### src/rtl/fifo_wr_arbiter.sv
// rtl/fifo_wr_arbiter.sv - round-robin burst arbiter sharing one async FIFO write port
module fifo_wr_arbiter #(
    parameter int NUM_REQ   = 4,
    parameter int DATA_SIZE = 32,
    parameter int MAX_BURST = 4
) (
    input  logic                          wclk,
    input  logic                          wrst,
    input  logic [NUM_REQ-1:0]            req_valid,
    input  logic [NUM_REQ*DATA_SIZE-1:0]  req_data,
    input  logic [NUM_REQ-1:0]            req_last,
    output logic [NUM_REQ-1:0]            req_ready,
    input  logic                          wfull,
    output logic                          wpush,
    output logic [DATA_SIZE-1:0]          wdata,
    output logic [$clog2(NUM_REQ)-1:0]    grant_id,
    output logic                          busy
);

    localparam int IW = $clog2(NUM_REQ);
    localparam int BW = $clog2(MAX_BURST + 1);
    localparam logic [IW-1:0] LAST_IDX = IW'(NUM_REQ - 1);
    localparam logic [BW-1:0] CAP_CNT  = BW'(MAX_BURST - 1);

    typedef enum logic {
        IDLE = 1'b0,
        BUSY = 1'b1
    } state_t;

    state_t         state, state_nx;
    logic [IW-1:0]  rr_ptr, rr_nx, grant_nx, next_ptr, arb_ptr, arb_idx;
    logic [BW-1:0]  beat_cnt, beat_nx;
    logic           arb_found, owner_valid, owner_last, accept, burst_end;
    logic [DATA_SIZE-1:0] owner_data;

    assign busy        = (state == BUSY);
    assign owner_valid = req_valid[grant_id];
    assign owner_last  = req_last[grant_id];
    assign owner_data  = req_data[int'(grant_id)*DATA_SIZE +: DATA_SIZE];
    assign accept      = busy && owner_valid && !wfull;
    assign burst_end   = accept && (owner_last || beat_cnt == CAP_CNT);

    // Wrap explicitly so non-power-of-two requester counts stay in range.
    assign next_ptr = (grant_id == LAST_IDX) ? '0 : grant_id + 1'b1;
    // At a burst end the search starts just past the owner, making it the lowest priority.
    assign arb_ptr  = busy ? next_ptr : rr_ptr;

    always_comb begin : arbiter
        logic [IW-1:0] cand;
        arb_found = 1'b0;
        arb_idx   = '0;
        cand      = '0;
        for (int i = 0; i < NUM_REQ; i++) begin
            cand = IW'((int'(arb_ptr) + i) % NUM_REQ);
            if (!arb_found && req_valid[cand]) begin
                arb_found = 1'b1;
                arb_idx   = cand;
            end
        end
    end

    always_comb begin
        state_nx = state;
        grant_nx = grant_id;
        rr_nx    = rr_ptr;
        beat_nx  = beat_cnt;
        case (state)
            IDLE: begin
                if (arb_found) begin
                    state_nx = BUSY;
                    grant_nx = arb_idx;
                    beat_nx  = '0;
                end
            end
            BUSY: begin
                if (burst_end) begin
                    rr_nx = next_ptr;
                    if (arb_found) begin
                        grant_nx = arb_idx;
                        beat_nx  = '0;
                    end else begin
                        state_nx = IDLE;
                    end
                end else if (accept) begin
                    beat_nx = beat_cnt + 1'b1;
                end
            end
            default: state_nx = IDLE;
        endcase
    end

    always_comb begin
        wpush = accept;
        wdata = busy ? owner_data : '0;
        for (int i = 0; i < NUM_REQ; i++) begin
            req_ready[i] = accept && (grant_id == IW'(i));
        end
    end

    always_ff @(posedge wclk or negedge wrst) begin
        if (!wrst) begin
            state    <= IDLE;
            grant_id <= '0;
            rr_ptr   <= '0;
            beat_cnt <= '0;
        end else begin
            state    <= state_nx;
            grant_id <= grant_nx;
            rr_ptr   <= rr_nx;
            beat_cnt <= beat_nx;
        end
    end

endmodule

### config.mk
export PLATFORM = sky130hd
export DESIGN_NAME = fifo_wr_arbiter
export DESIGN_NICKNAME = d
export VERILOG_FILES = /design/src/rtl/fifo_wr_arbiter.sv
export SDC_FILE = /design/constraint.sdc
export NUM_CORES = 1
export LEC_CHECK = 0
export BUFFER_PORTS_ARGS = -buffer_cell sky130_fd_sc_hd__buf_2
export CORE_AREA = 2 2 69 71
export CTS_CLUSTER_SIZE = 40
export DETAILED_ROUTE_END_ITERATION = 7
export DIE_AREA = 0 0 71 73
export PLACE_DENSITY_LB_ADDON = 0.15
export SLEW_MARGIN = 20
export SYNTH_ARGS = -nofsm -noshare
export SYNTH_HDL_FRONTEND = slang
export SYNTH_SLANG_ARGS = --single-unit
### constraint.sdc
create_clock -name wclk -period 6.5 [get_ports wclk]
set_input_delay 0 -clock wclk [delete_from_list [all_inputs] [get_ports wclk]]
set_output_delay 0 -clock wclk [all_outputs]
set_load 0.01 [all_outputs]
## Word level (Yosys, flattened, before mapping)

Index checks and enable logic that the tools add are counted.

| storage, ports and cells | value |
|---|---|
| word-level logic and storage cells | 72 |
| output and inout port bits | 40 |
| input bits | 139 |
| register bits after elaboration | 8 |

| operators by class | value |
|---|---|
| muxes and demuxes | 33 |
| bitwise gates (word level) | 1 |
| $lt $le $gt $ge | 5 |
| add/sub/neg operators | 5 |
| reductions and logical operators | 17 |
| shifts and indexed selects | 1 |
| eq/ne operators | 6 |

Operators with widths:

| kind | number |
|---|---|
| $shiftx 128x8->32 | 1 |
| $mux 32 | 1 |
| $mux 2 | 8 |
| $lt 2x3->1 const B | 5 |
| $bmux 1 s2 | 6 |
| $mux 1 | 12 |
| $logic_and 1x1->1 | 10 |
| $mux 3 | 3 |
| $pmux 3 s2 | 1 |
| $add 2x1->2 const B | 2 |
| $add 2x2->2 const B | 2 |
| $eq 2x2->1 const B | 2 |
| $logic_not 1->1 | 4 |
| $pmux 2 s2 | 1 |
| $add 3x1->3 const B | 1 |
| $eq 3x2->1 const B | 1 |
| $ne 3x1->1 const B | 1 |
| $eq 2x1->1 const B | 1 |
| $logic_not 2->1 | 1 |
| $ne 2x1->1 const B | 1 |
| $pmux 1 s2 | 1 |
| $reduce_and 2->1 | 1 |
| $logic_or 1x1->1 | 1 |
| $not 1->1 | 1 |

## Depth between registers and ports, before layout

| depth | value |
|---|---|
| depth in word-level cells | 18 |
| gate-level depth with buffers | 9 |
| gate-level depth less buffers | 7 |

## Least setup slack after synthesis

Ideal clock, no wire load.

| path | value |
|---|---|
| path type | flip-flop to flip-flop |
| start point | register grant_id[0] |
| end point | register grant_id[1] |
| stages on the path, launching flop included | 10 |
| path slack | 4005 ps |
| buffers on the path | 2 |
| clock period less this slack | 2495 ps |
| data arrival time | 2415 ps |
| required time | 6421 ps |
| library setup time | 79 ps |
| cell sequence | dfrtp_1 -> buf_2 -> buf_2 -> inv_1 -> ha_1 -> mux2i_1 -> nor2_1 -> mux2_2 -> a221o_1 -> mux2i_1 |

| on the way | value |
|---|---|
| cells in the longest elaborated chain, start to end | 18 |
| elaborated cells between the ends (all ways) | 41 |
| classes of those cells | add/sub (4); eq/ne (2); mux (25); reduce/logical (10) |

Ends and longest elaborated chain:

| what | line | RTL |
|---|---|---|
| start: declaration | 16 | `output logic [$clog2(NUM_REQ)-1:0] grant_id,` |
| start signal: assignment | 108 | `grant_id <= grant_nx;` |
| $add 2x1->2 / $eq 2x2->1 (equally long branches) | 44 | `assign next_ptr = (grant_id == LAST_IDX) ? '0 : grant_id + 1'b1;` |
| $mux 2 * | 44 |  |
| net next_ptr[1] | 31 | `logic [IW-1:0] rr_ptr, rr_nx, grant_nx, next_ptr, arb_ptr, arb_idx;` |
| $mux 2 * | 46 | `assign arb_ptr = busy ? next_ptr : rr_ptr;` |
| parallel branches: the longest is 12 deep, another holds $add 2x1->2 | -- |  |
| $mux 2 * | 69, 78 |  |
| $mux 2 | 76 | `if (burst_end) begin` |
| $pmux 2 s2 * | 67 | `case (state)` |

Mark *: on every way through the listed nets, which the timed path passes. The select of a mux whose other input is x is not followed.
A chain may end at the register's enable or synchronous reset.

## Worst setup path in the final report

Same ends and word-level chain as after synthesis.

==> results.sh <==
export IMPL_hpwl_um=4698
export IMPL_regArea_um2=202.7
export IMPL_syn_nets=282
export IMPL_drt_initial_drc_count=58
export IMPL_p_total_uw=948.8
export IMPL_placed_cells=359
export IMPL_core_rowCount=25
export IMPL_synthAdderAreaFrac_pct=4.758
export IMPL_p_per_area_nw_per_um2=371.4
export IMPL_multi_input_area_um2=1305
export IMPL_gp_congestion=0.7461
export IMPL_fmax_mhz=381.7
export IMPL_root_buffer="clkbuf_8"
export IMPL_min_period_ps=2620
export IMPL_whs_ps=103.5
export IMPL_die_area_um2=5183
export IMPL_routed_wl_um=5647
export IMPL_power_frac_seq_pct=10.0
export IMPL_p_int_uw=551.1
export IMPL_post_drt_wl_per_cell_um=15.51
export IMPL_postCtsSetupBuffers=0
export IMPL_first_pass_iters=4
export IMPL_vias_per_cell=5.165
export IMPL_worstPathArrival_ps=2770
export IMPL_synthMuxAreaShare_pct=53.21
export IMPL_ctsHtreeMaxLevel=1
export IMPL_fill_cells=432
export IMPL_ios=179
export IMPL_grt_pass1_vias=1721
export IMPL_clk_pin_slew_ps=40
export IMPL_ctsHoldBuffers=1
export IMPL_post_synth_cell_area_avg_um2=11.52
export IMPL_netSwitchingFraction_pct=41.92
export IMPL_synth_top_family_by_area="multiplexers"
export IMPL_antenna_cells=0
export IMPL_hold_viol_final=0
export IMPL_min_period_over_period_pct=40.30
export IMPL_area_growth_pct=61.93
export IMPL_antenna_found_initial=0
export IMPL_crit_fanout=39
export IMPL_path_class="flop to flop"
export IMPL_status="finished clean"
export IMPL_power_frac_comb_pct=83.4
export IMPL_yosys_top_cells_area="mux4_2 (49%), and2_1 (14%), dfrtp_1 (13%), ha_1 (4.8%), mux2i_1 (2.5%)"
export IMPL_worstSkewPairLatency_ps=230
export IMPL_synth_simple_area_share_pct=19.35
export IMPL_drv_slew=0
export IMPL_p_sw_uw=397.7
export IMPL_vias=1880
export IMPL_max_slew_margin_pct=43.54
export IMPL_drive_above_1_share_pct=72.26
export IMPL_fin_util_pct=56.33
export IMPL_grt_max_degree=43
export IMPL_overflow=0
export IMPL_finalClockSkew_ps=0.2974
export IMPL_drc=0
export IMPL_cts_tree="built"
export IMPL_start_util_pct=34.79
export IMPL_layoutNonFillerInstCount=364
export IMPL_worst_setup_path_end_kind="flop"
export IMPL_cts_max_path_buffers=2
export IMPL_hold_path_class="primary input to flop"
export IMPL_nets=456
export IMPL_required_ps=6650
export IMPL_grt_pass1_wl_um=8362
export IMPL_die_h_um=73
export IMPL_port_buffers=178
export IMPL_tightest_slew_ps=839.2
export IMPL_max_vdd_ir_drop_mv=0.2376
export IMPL_rsz0062_at_grt="no"
export IMPL_power_share_clock_pct=6.7
export IMPL_start_kind="flop"
export IMPL_yosysUniqueCellTypes=28
export IMPL_synth_compound_area_share_pct=5.393
export IMPL_setup_viol=0
export IMPL_p_leak_nw=1.321
export IMPL_grt_usage_pct=20.12
export IMPL_syn_inst=137
export IMPL_maxCapViolCount=0
export IMPL_core_area_um2=4536
export IMPL_seq_area_frac_synth_pct=12.69
export IMPL_yosys_area_top_type_share_pct=48.53
export IMPL_synth_area_um2=1578
export IMPL_ys_warn_count=0
export IMPL_synth_xor_area_share_pct=0
export IMPL_die_x_um=71
export IMPL_cts_resized_gates=0
export IMPL_yosys_area_top_type="mux4_2"
export IMPL_tns_ps=0
export IMPL_cts_made_buffers=3
export IMPL_detail_route_antenna_nets=0
export IMPL_ys_seq_elements=8
export IMPL_clkSinkCount=8
[path summary, 6_finish.rpt]
kind | start | end | slack [ps] | cells after the start
max | grant_id[0]$_DFFE_PN0P_ | grant_id[1]$_DFFE_PN0P_ | 3880 | 8
min | req_valid[1] | busy$_DFF_PN0_ | 100 | 3
max reg2reg | grant_id[0]$_DFFE_PN0P_ | grant_id[1]$_DFFE_PN0P_ | 3880 | 8
min reg2reg | beat_cnt[0]$_DFFE_PN0P_ | beat_cnt[0]$_DFFE_PN0P_ | 480 | 1
max in group asynchronous | wrst | grant_id[0]$_DFFE_PN0P_ | 6170 | 2
min in group asynchronous | wrst | rr_ptr[0]$_DFFE_PN0P_ | 150 | 2
[cell families (layout without fill, tap and decap cells)]
| kind of cell | count (synthesis) | in the layout |
|---|---|---|
| muxes | 41 | 41 |
| AOI/OAI and AO/OA | 13 | 13 |
| buffers and inverters | 17 | 190 |
| DFF | 8 | 8 |
| adders and majority gates | 6 | 6 |
| and+or+nand+nor | 52 | 52 |
[registers in the layout, indices dropped and copies added, names as in the netlist]
| name | cells |
|---|---|
| beat_cnt | 3 |
| busy | 1 |
| grant_id | 2 |
| rr_ptr | 2 |
[stage by stage]
step                instance area [um^2]  setup WS [ps]
finish                              2555           3880
global route                        2555           3585
CTS                                 2554           3831
detailed placement                  2499           3840
global placement                    2499           3901
floorplan                           1578           4005
[synthesized netlist by cell type]
master      n
and2_1     36
mux4_2     34
dfrtp_1     8
clkbuf_1    7
ha_1        6
inv_1       5
nor2_1      5
a21oi_1     4
buf_2       4
mux2i_1     4
mux2_2      3
nand2_1     3
nand3b_1    2
o22ai_1     2
a221o_1     1
a22oi_1     1
a2bb2oi_1   1
buf_4       1
nand2b_1    1
nand3_1     1
nor2_2      1
nor3_1      1
nor4_1      1
o21ai_0     1
o21ai_1     1
o21bai_1    1
o221ai_1    1
or2_2       1
[layout by cell type (no fill, tap or decap), types with 2 or more instances in the layout]
| master | netlist | final |
|---|---|---|
| a21oi_1 | 4 | 4 |
| buf_4 | 1 | 2 |
| o22ai_1 | 2 | 2 |
| mux2i_1 | 4 | 4 |
| and2_1 | 36 | 36 |
| nor2_1 | 5 | 5 |
| clkbuf_8 | 0 | 3 |
| buf_2 | 4 | 178 |
| mux2_2 | 3 | 3 |
| dfrtp_1 | 8 | 6 |
| inv_1 | 5 | 5 |
| nand3b_1 | 2 | 2 |
| ha_1 | 6 | 6 |
| dfrtp_2 | 0 | 2 |
| nand2_1 | 3 | 3 |
| mux4_2 | 34 | 34 |
[layout make-up]
class | instances | area share [%]
clock buffer | 4 | 1.763
multi-input combinational | 112 | 51.08
sequential | 8 | 7.933
inverter | 5 | 0.7346
timing repair buffer | 181 | 35.85
tap | 54 | 2.644
[critical path: stages, from the launching register on]
cell     delay (ps)
dfrtp_2         330
buf_4           540
inv_1           170
ha_1            340
mux2i_1         330
nor2_1           90
mux2_2          270
a221o_1         340
mux2i_1         120
[power groups by stage]
stage	Sequential [mW]	Combinational [mW]	Clock, mW
after detailed placement	0.0955	0.799	0
final	0.0944	0.791	0.0635
after global routing	0.0982	0.865	0.0695
after CTS	0.0947	0.801	0.0653
after global placement	0.0952	0.792	0
after floorplan	0.0887	0.580	0
[layer usage]
metal  vias to the layer above  share of wire, %  global-route usage [%]
met1                       895                41                   26.80
met3                         9               7.4                   4.144
met4                         0              0.78                   2.725
met5                         -                 0                       0
li1                        882                 -                       -
met2                        94                51                   34.89
No activity file was read; power rests on OpenSTA's default activity.
